File: src/rtl/floo_pkg.sv
// Shared NoC types for the eject error slave: request flit encoding, FSM states
// and the DECERR response code.
package floo_pkg;

  typedef enum logic [1:0] {
    REQ_AW   = 2'b00,
    REQ_W    = 2'b01,
    REQ_AR   = 2'b10,
    REQ_RSVD = 2'b11
  } req_type_e;

  typedef enum logic [1:0] {
    IDLE,
    W_DRAIN,
    B_SEND,
    R_SEND
  } err_slv_state_e;

  localparam logic [1:0] DECERR = 2'b11;

endpackage

File: src/rtl/floo_sat_cnt.sv
// Saturating up-counter with synchronous clear; holds at all-ones.
module floo_sat_cnt #(
  parameter int unsigned Width = 16
) (
  input  logic             clk_i,
  input  logic             rst_i,
  input  logic             clr_i,
  input  logic             inc_i,
  output logic [Width-1:0] cnt_o
);

  localparam logic [Width-1:0] One = {{(Width-1){1'b0}}, 1'b1};

  always_ff @(posedge clk_i) begin
    if (rst_i || clr_i) begin
      cnt_o <= '0;
    end else if (inc_i && (cnt_o != '1)) begin
      cnt_o <= cnt_o + One;
    end
  end

endmodule

File: src/rtl/floo_eject_err_slv.sv
// Error slave on a router Eject port: drains misrouted AXI requests and answers
// with DECERR B / R bursts. Define FLOO_ERR_SLV_STATS_EN for live statistics.
module floo_eject_err_slv
  import floo_pkg::*;
#(
  parameter int unsigned IdWidth     = 4,
  parameter int unsigned NodeIdWidth = 6,
  parameter logic [1:0]  ErrResp     = DECERR
) (
  input  logic                   clk_i,
  input  logic                   rst_i,
  input  logic                   req_valid_i,
  output logic                   req_ready_o,
  input  logic [1:0]             req_type_i,
  input  logic [IdWidth-1:0]     req_id_i,
  input  logic [7:0]             req_len_i,
  input  logic                   req_last_i,
  input  logic [NodeIdWidth-1:0] req_src_i,
  output logic                   rsp_valid_o,
  input  logic                   rsp_ready_i,
  output logic                   rsp_is_r_o,
  output logic [IdWidth-1:0]     rsp_id_o,
  output logic [NodeIdWidth-1:0] rsp_dst_o,
  output logic [1:0]             rsp_resp_o,
  output logic                   rsp_last_o,
  output logic [15:0]            stat_rd_o,
  output logic [15:0]            stat_wr_o,
  output logic [15:0]            stat_stray_o
);

  err_slv_state_e         state_q, state_d;
  logic [IdWidth-1:0]     id_q, id_d;
  logic [NodeIdWidth-1:0] dst_q, dst_d;
  logic [7:0]             cnt_q, cnt_d;
  req_type_e              req_type;
  logic                   req_fire, rsp_fire;
  logic                   stray_evt, wr_done, rd_done;

  assign req_type = req_type_e'(req_type_i);

  // Ready is a function of state and flit type only; in W_DRAIN only W may pass.
  always_comb begin
    req_ready_o = 1'b0;
    case (state_q)
      IDLE:    req_ready_o = 1'b1;
      W_DRAIN: req_ready_o = (req_type == REQ_W);
      default: req_ready_o = 1'b0;
    endcase
  end

  assign req_fire    = req_valid_i & req_ready_o;
  assign rsp_valid_o = (state_q == B_SEND) || (state_q == R_SEND);
  assign rsp_fire    = rsp_valid_o & rsp_ready_i;
  assign rsp_is_r_o  = (state_q == R_SEND);
  assign rsp_last_o  = (state_q == B_SEND) || ((state_q == R_SEND) && (cnt_q == 8'd0));
  assign rsp_id_o    = rsp_valid_o ? id_q : '0;
  assign rsp_dst_o   = rsp_valid_o ? dst_q : '0;
  assign rsp_resp_o  = rsp_valid_o ? ErrResp : 2'b00;

  always_comb begin
    state_d   = state_q;
    id_d      = id_q;
    dst_d     = dst_q;
    cnt_d     = cnt_q;
    stray_evt = 1'b0;
    wr_done   = 1'b0;
    rd_done   = 1'b0;
    case (state_q)
      IDLE: begin
        if (req_fire) begin
          case (req_type)
            REQ_AW: begin
              state_d = W_DRAIN;
              id_d    = req_id_i;
              dst_d   = req_src_i;
            end
            REQ_AR: begin
              state_d = R_SEND;
              id_d    = req_id_i;
              dst_d   = req_src_i;
              cnt_d   = req_len_i;
            end
            default: stray_evt = 1'b1;
          endcase
        end
      end
      W_DRAIN: begin
        if (req_fire && req_last_i) state_d = B_SEND;
      end
      B_SEND: begin
        if (rsp_fire) begin
          state_d = IDLE;
          wr_done = 1'b1;
        end
      end
      R_SEND: begin
        // cnt holds the number of beats still to send after the current one.
        if (rsp_fire) begin
          if (cnt_q == 8'd0) begin
            state_d = IDLE;
            rd_done = 1'b1;
          end else begin
            cnt_d = cnt_q - 8'd1;
          end
        end
      end
      default: state_d = IDLE;
    endcase
  end

  always_ff @(posedge clk_i) begin
    if (rst_i) begin
      state_q <= IDLE;
      id_q    <= '0;
      dst_q   <= '0;
      cnt_q   <= '0;
    end else begin
      state_q <= state_d;
      id_q    <= id_d;
      dst_q   <= dst_d;
      cnt_q   <= cnt_d;
    end
  end

`ifdef FLOO_ERR_SLV_STATS_EN
  floo_sat_cnt #(.Width(16)) i_stat_rd (
    .clk_i (clk_i),
    .rst_i (rst_i),
    .clr_i (1'b0),
    .inc_i (rd_done),
    .cnt_o (stat_rd_o)
  );

  floo_sat_cnt #(.Width(16)) i_stat_wr (
    .clk_i (clk_i),
    .rst_i (rst_i),
    .clr_i (1'b0),
    .inc_i (wr_done),
    .cnt_o (stat_wr_o)
  );

  floo_sat_cnt #(.Width(16)) i_stat_stray (
    .clk_i (clk_i),
    .rst_i (rst_i),
    .clr_i (1'b0),
    .inc_i (stray_evt),
    .cnt_o (stat_stray_o)
  );
`else
  logic unused_evt;
  assign unused_evt   = ^{stray_evt, wr_done, rd_done};
  assign stat_rd_o    = '0;
  assign stat_wr_o    = '0;
  assign stat_stray_o = '0;
`endif

endmodule
File: config.mk
export PLATFORM = sky130hd
export DESIGN_NAME = floo_eject_err_slv
export DESIGN_NICKNAME = d
export VERILOG_FILES = /design/src/rtl/floo_pkg.sv /design/src/rtl/floo_sat_cnt.sv /design/src/rtl/floo_eject_err_slv.sv
export SDC_FILE = /design/constraint.sdc
export NUM_CORES = 1
export LEC_CHECK = 0
export CAP_MARGIN = 20
export CORE_MARGIN = 2
export CORE_UTILIZATION = 30
export CTS_BUF_LIST = sky130_fd_sc_hd__clkbuf_4 sky130_fd_sc_hd__clkbuf_8 sky130_fd_sc_hd__clkbuf_16
export CTS_CLUSTER_SIZE = 10
export DETAILED_ROUTE_END_ITERATION = 8
export PLACE_DENSITY = 0.75
export SETUP_SLACK_MARGIN = 0.3
export SLEW_MARGIN = 25
export SYNTH_ARGS = -nofsm -noshare
export SYNTH_HDL_FRONTEND = slang
export SYNTH_SLANG_ARGS = --single-unit
File: constraint.sdc
create_clock -name clk_i -period 2.9 [get_ports clk_i]
set_input_delay 0.58 -clock clk_i [delete_from_list [all_inputs] [get_ports clk_i]]
set_output_delay 0.58 -clock clk_i [all_outputs]
set_load 0.05 [all_outputs]
==> results of run 1 <==
[Yosys cell counts, types with 2 or more instances]
cell,number,share of area [%]
a31o_2,3,1.7
a32o_1,2,1.3
nand3b_1,2,0.95
dfxtp_1,20,25
buf_4,51,24
a21oi_1,20,6.4
ha_1,2,1.6
nand4_1,2,0.80
o22ai_1,3,1.2
a221oi_2,2,1.9
inv_1,6,1.4
clkbuf_1,5,1.2
nand3_1,3,0.95
and2_1,11,4.4
nand2_1,29,6.9
a31oi_1,3,1.2
o32ai_2,4,4.1
nor2_1,9,2.1
[cell families after synthesis]
family / share of synthesized area, %
buffers and inverters: 28.24
adder cells (fa/ha/maj): 1.591
AND/OR/NAND/NOR: 23.55
flip-flops: 25.46
other: 0.2384
AO/OA/AOI/OAI: 20.92
[metrics by stage]
| stage | total power [mW] | hold WS, ns | utilization, % |
|---|---|---|---|
| floorplan | 0.5911 | 0.4317 | - |
| global placement | 0.6049 | 0.4382 | 36.76 |
| detailed placement | 0.6075 | 0.4432 | 36.76 |
| CTS | 0.8855 | 0.4544 | 38.14 |
| global route | 0.9180 | 0.4851 | 38.17 |
| finish | 0.8802 | 0.4532 | 38.17 |
[sequential cells by signal, summed over array words and instances, names as in the netlist]
register / cells
cnt_q: 8
id_q: 4
state_q: 2
dst_q: 6
[critical path: stages, from the launching register on]
cell           delay, ns
dfxtp_1             0.37
nor3_4              0.40
a31o_2              0.23
and2_1              0.11
dlygate4sd2_1       0.53
[metal layers]
layer	global-route usage [%]	vias to the layer above	share of wire (%)
met3	4.502	2	9.3
met1	13.00	581	43
met4	1.818	0	0.30
li1	-	650	-
met2	19.91	60	48
met5	0	-	0
[cell type report]
cell class | instances | area [um^2] | area share [%]
inverter | 6 | 22.52 | 1.163
timing repair buffer | 44 | 449.2 | 23.19
clock inverter | 1 | 30.03 | 1.550
multi-input combinational | 160 | 904.6 | 46.71
clock buffer | 3 | 41.29 | 2.132
tap | 70 | 87.58 | 4.522
sequential | 20 | 401.6 | 20.74
[power by group through the flow]
stage | sequential [mW] | clock (mW) | combinational (mW)
after floorplan | 0.302 | 0 | 0.289
after global placement | 0.309 | 0 | 0.296
after detailed placement | 0.310 | 0 | 0.298
after CTS | 0.303 | 0.284 | 0.298
after global routing | 0.307 | 0.295 | 0.316
final | 0.303 | 0.279 | 0.298
[final timing paths]
| path | start | end | slack (ns) | cells past startpoint |
|---|---|---|---|---|
| worst min register to register | dst_q[0]$_SDFFE_PP0P_ | dst_q[0]$_SDFFE_PP0P_ | 0.45 | 2 |
| worst max-delay path | cnt_q[2]$_SDFFE_PP0P_ | rsp_last_o | 0.42 | 4 |
| worst min-delay path | dst_q[0]$_SDFFE_PP0P_ | dst_q[0]$_SDFFE_PP0P_ | 0.45 | 2 |
| worst max register to register | state_q[1]$_SDFFE_PP0P_ | cnt_q[3]$_SDFFE_PP0P_ | 1.15 | 7 |
==> impl_metrics.py, run 1 <==
metrics = {
    "outcome": {
        "outcome": "complete, no violations",
    },
    "sta": {
        "finalHoldViolCount": 0,
        "worstMarginPinSlew_ns": 0.5074,
        "setup_viol": 0,
        "drv_slew": 0,
        "relSlewSlack_pct": 66.07,
        "rsz0062_at_grt": "no",
        "min_period_over_period_pct": 85.56,
        "fin_skew_ns": 0.003916,
        "fin_tns_setup_ns": 0,
        "period_needed_ns": 2.481,
        "fmax_mhz": 403.0,
        "finalWorstSetupSlack_ns": 0.4188,
    },
    "clocking": {
        "hold_buffers": 0,
        "cts_sinks": 20,
        "clk_pin_slew_worst_paths_ns": 0.08,
        "cts_resized": 1,
        "cts-htree-levels": 1,
        "cts_buffer_depth": 2,
        "clk_latency_ns": 0.26,
        "cts_root_buffer": "clkbuf_8",
        "cts_tree": "built",
        "post_cts_buffers": 0,
        "cts_buffers": 3,
    },
    "drt": {
        "ant_nets": 0,
        "wl_mm": 3.306,
        "wl_per_cell_um": 10.88,
        "drtIter0Drc": 60,
        "drc": 0,
        "firstDrtPassIters": 4,
        "num_vias": 1293,
        "vias_per_cell": 4.253,
    },
    "place": {
        "io_buffers": 40,
        "place_area_um2": 1866,
        "dpl.hpwl_mm": 2.561,
        "dp.cells": 300,
        "place.gp.congestion": 0.7902,
        "dpl_worst_slack_ns": 0.4229,
    },
    "floorplan": {
        "dieArea_um2": 5838,
        "start_util_pct": 30.99,
        "pin_count": 89,
        "core_um2": 5075,
        "rows": 26,
        "die_w_um": 76.41,
        "die_h_um": 76.41,
    },
    "global_routing": {
        "grt_usage_pct": 11.27,
        "grt_pass1_vias": 1186,
        "grt_remaining_overflow": 0,
        "grt_antenna_before_repair": 0,
        "grt_max_degree": 19,
        "grt_pass1_wl_mm": 5.478,
    },
    "critical_path": {
        "critPathRequiredTime_ns": 2.32,
        "crit_type": "register to output pin",
        "cp_data_arrival_time_ns": 1.90,
        "end_kind": "output pin",
        "crit_fanout": 10,
        "startpoint_type": "register",
    },
    "finish": {
        "final_common_cell": "conb_1",
        "diodes": 0,
        "layout.nets": 262,
        "syn2layout_area_growth_pct": 23.15,
        "finalNonFillerCells": 304,
        "fin_area_um2": 1937,
        "drive_gt1_share_pct": 12.39,
        "fillers": 540,
        "final_cell_mix": "conb_1, clkdlybuf4s50_1, nand2_1, a21oi_1, dfxtp_1",
    },
    "logic_synthesis": {
        "ys_seq_elements": 20,
        "synth_edf_count": 0,
        "synth_flop_cell": "dfxtp_1",
        "netlist_area_um2": 1573,
        "async_reset_ff_share_pct": 0,
        "yosys_warnings": 0,
        "syn_inst": 198,
        "yosysUniqueCellTypes": 39,
        "synth.avg_cell_area_um2": 7.943,
        "yosysSeqAreaShare_pct": 25.46,
    },
    "flow_run": {
        "drv_cap": 0,
    },
    "power_and_ir_drop": {
        "power_density_nw_per_um2": 454.4,
        "swShare_pct": 37.61,
        "p_comb_share_pct": 33.9,
        "p_leak_nw": 0.7779,
        "peakVddDrop_mv": 0.2245,
        "p_switching_mw": 0.3310,
        "p_clk_share_pct": 31.7,
        "seq_power_share_pct": 34.4,
        "internal_power_mw": 0.5492,
    },
    "hold_path": {
        "min_path_type": "register to register",
    },
}
Note: power is estimated with default switching activity, not from simulation.
==> run 2, diff against run 1 <==
--- a/config.mk
+++ b/config.mk
@@ -12,6 +12,7 @@
 export CTS_CLUSTER_SIZE = 10
 export DETAILED_ROUTE_END_ITERATION = 8
 export PLACE_DENSITY = 0.75
+export RECOVER_POWER = 25
 export SETUP_SLACK_MARGIN = 0.3
 export SLEW_MARGIN = 25
 export SYNTH_ARGS = -nofsm -noshare
==> run 2 against run 1 <==
Net effect: clock skew about the same; critical path depth is the same; sequential power about the same; die area unchanged; critical path type unchanged; critical endpoint unchanged; largest power group unchanged; highest routed layer unchanged.
==> impl_metrics.py, run 2 (synthesis results as in run 1) <==
metrics = {
    "outcome": {
        "outcome": "complete, no violations",
    },
    "clocking": {
        "cts_tree": "built",
        "cts_sinks": 20,
        "clk_pin_slew_worst_paths_ns": 0.08,
        "cts_buffers": 3,
        "hold_buffers": 0,
        "clk_latency_ns": 0.26,
        "cts_buffer_depth": 2,
        "cts_root_buffer": "clkbuf_8",
        "cts-htree-levels": 1,
    },
    "critical_path": {
        "cp_data_arrival_time_ns": 1.89,
        "end_kind": "output pin",
        "crit_type": "register to output pin",
        "startpoint_type": "register",
        "rrSetupSlack_ns": 1.01,
        "critPathRequiredTime_ns": 2.32,
        "crit_fanout": 10,
    },
    "drt": {
        "drc": 0,
        "vias_per_cell": 4.276,
        "firstDrtPassIters": 4,
        "num_vias": 1300,
        "drtIter0Drc": 73,
        "ant_nets": 0,
        "wl_per_cell_um": 10.86,
        "wl_mm": 3.301,
    },
    "power_and_ir_drop": {
        "peakVddDrop_mv": 0.2247,
        "internal_power_mw": 0.5463,
        "p_switching_mw": 0.3297,
        "p_clk_share_pct": 31.9,
        "power_density_nw_per_um2": 456.7,
        "swShare_pct": 37.63,
        "p_leak_nw": 0.7675,
        "p_comb_share_pct": 33.6,
        "seq_power_share_pct": 34.5,
    },
    "flow_run": {
        "drv_cap": 0,
    },
    "sta": {
        "relSlewSlack_pct": 60.53,
        "fmax_mhz": 404.3,
        "finalWorstSetupSlack_ns": 0.4264,
        "finalHoldViolCount": 0,
        "fin_skew_ns": 0.004367,
        "worstMarginPinSlew_ns": 0.5839,
        "drv_slew": 0,
        "period_needed_ns": 2.474,
        "fin_tns_setup_ns": 0,
        "holdWs_ns": 0.4532,
        "min_period_over_period_pct": 85.30,
        "rsz0062_at_grt": "no",
        "setup_viol": 0,
    },
    "finish": {
        "largest-register": "cnt_q",
        "layout.nets": 262,
        "drive_gt1_share_pct": 11.54,
        "syn2layout_area_growth_pct": 21.96,
        "largest_registers": "cnt_q (8), dst_q (6), id_q (4)",
        "final_cell_mix": "conb_1, clkdlybuf4s50_1, nand2_1, a21oi_1, dfxtp_1",
        "diodes": 0,
        "largest_reg_flops": 8,
        "finalNonFillerCells": 304,
        "final_common_cell": "conb_1",
        "fin_area_um2": 1918,
    },
    "global_routing": {
        "grt_pass1_vias": 1186,
        "grt_antenna_before_repair": 0,
        "grt_remaining_overflow": 0,
        "grt_usage_pct": 11.27,
        "grt_pass1_wl_mm": 5.478,
        "grt_max_degree": 19,
    },
    "place": {
        "dpl_worst_slack_ns": 0.4229,
        "dpl.hpwl_mm": 2.561,
        "place.gp.congestion": 0.7902,
        "place_area_um2": 1866,
        "dp.cells": 300,
        "io_buffers": 40,
    },
    "floorplan": {
        "die_h_um": 76.41,
        "dieArea_um2": 5838,
        "core_um2": 5075,
        "die_w_um": 76.41,
        "rows": 26,
        "pin_count": 89,
        "start_util_pct": 30.99,
    },
    "hold_path": {
        "min_path_type": "register to register",
    },
}
[run 2: worst paths after layout]
| path | startpoint | depth (start not counted) | end |
|---|---|---|---|
| hold / removal | dst_q[0]$_SDFFE_PP0P_ | 2 | dst_q[0]$_SDFFE_PP0P_ |
| setup / recovery | cnt_q[2]$_SDFFE_PP0P_ | 4 | rsp_last_o |
| hold reg to reg | dst_q[0]$_SDFFE_PP0P_ | 2 | dst_q[0]$_SDFFE_PP0P_ |
| setup reg to reg | state_q[1]$_SDFFE_PP0P_ | 5 | cnt_q[1]$_SDFFE_PP0P_ |
[run 2: repair_timing]
| item | CTS | global route |
|---|---|---|
| gates resized for setup | 1 | 1 |
| buffers inserted | 0 | 0 |
| endpoints found under the hold margin | 0 | 0 |
| setup endpoints to repair | 1 | 10 |
[run 2: worst max-delay path, stage by stage, from the launching register on]
cell,delay (ns)
dfxtp_1,0.37
nor3_4,0.39
a31o_2,0.23
and2_1,0.11
dlygate4sd2_1,0.53
[run 2: power groups by stage]
stage | Combinational, mW | Clock (mW) | Sequential (mW)
6_report | 0.294 | 0.279 | 0.303
5_1_grt | 0.313 | 0.295 | 0.306
4_1_cts | 0.298 | 0.284 | 0.303
3_5_place_dp | 0.298 | 0 | 0.310
3_3_place_gp | 0.296 | 0 | 0.309
2_1_floorplan | 0.289 | 0 | 0.302
[run 2: area by class of cell]
class / count / area [um^2]
timing repair buffer: 44 / 445.4
inverter: 6 / 22.52
fill: 543 / 3157
multi-input combinational: 160 / 889.6
tap: 70 / 87.58
sequential: 20 / 401.6
clock inverter: 1 / 30.03
clock buffer: 3 / 41.29
[run 2: routing by layer]
layer  track usage (%)  up-vias  share of wire (%)
met2             19.91       62                 47
li1                  -      649                  -
met1             13.00      587                 43
met5                 0        -                  0
met3             4.502        2                9.1
met4             1.818        0               0.30
[run 2: through the flow]
step / total power, mW / util (%)
2_1_floorplan: 0.5911 / -
3_3_place_gp: 0.6049 / 36.76
3_5_place_dp: 0.6075 / 36.76
4_1_cts: 0.8855 / 38.14
5_1_grt: 0.9139 / 37.80
6_report: 0.8760 / 37.80
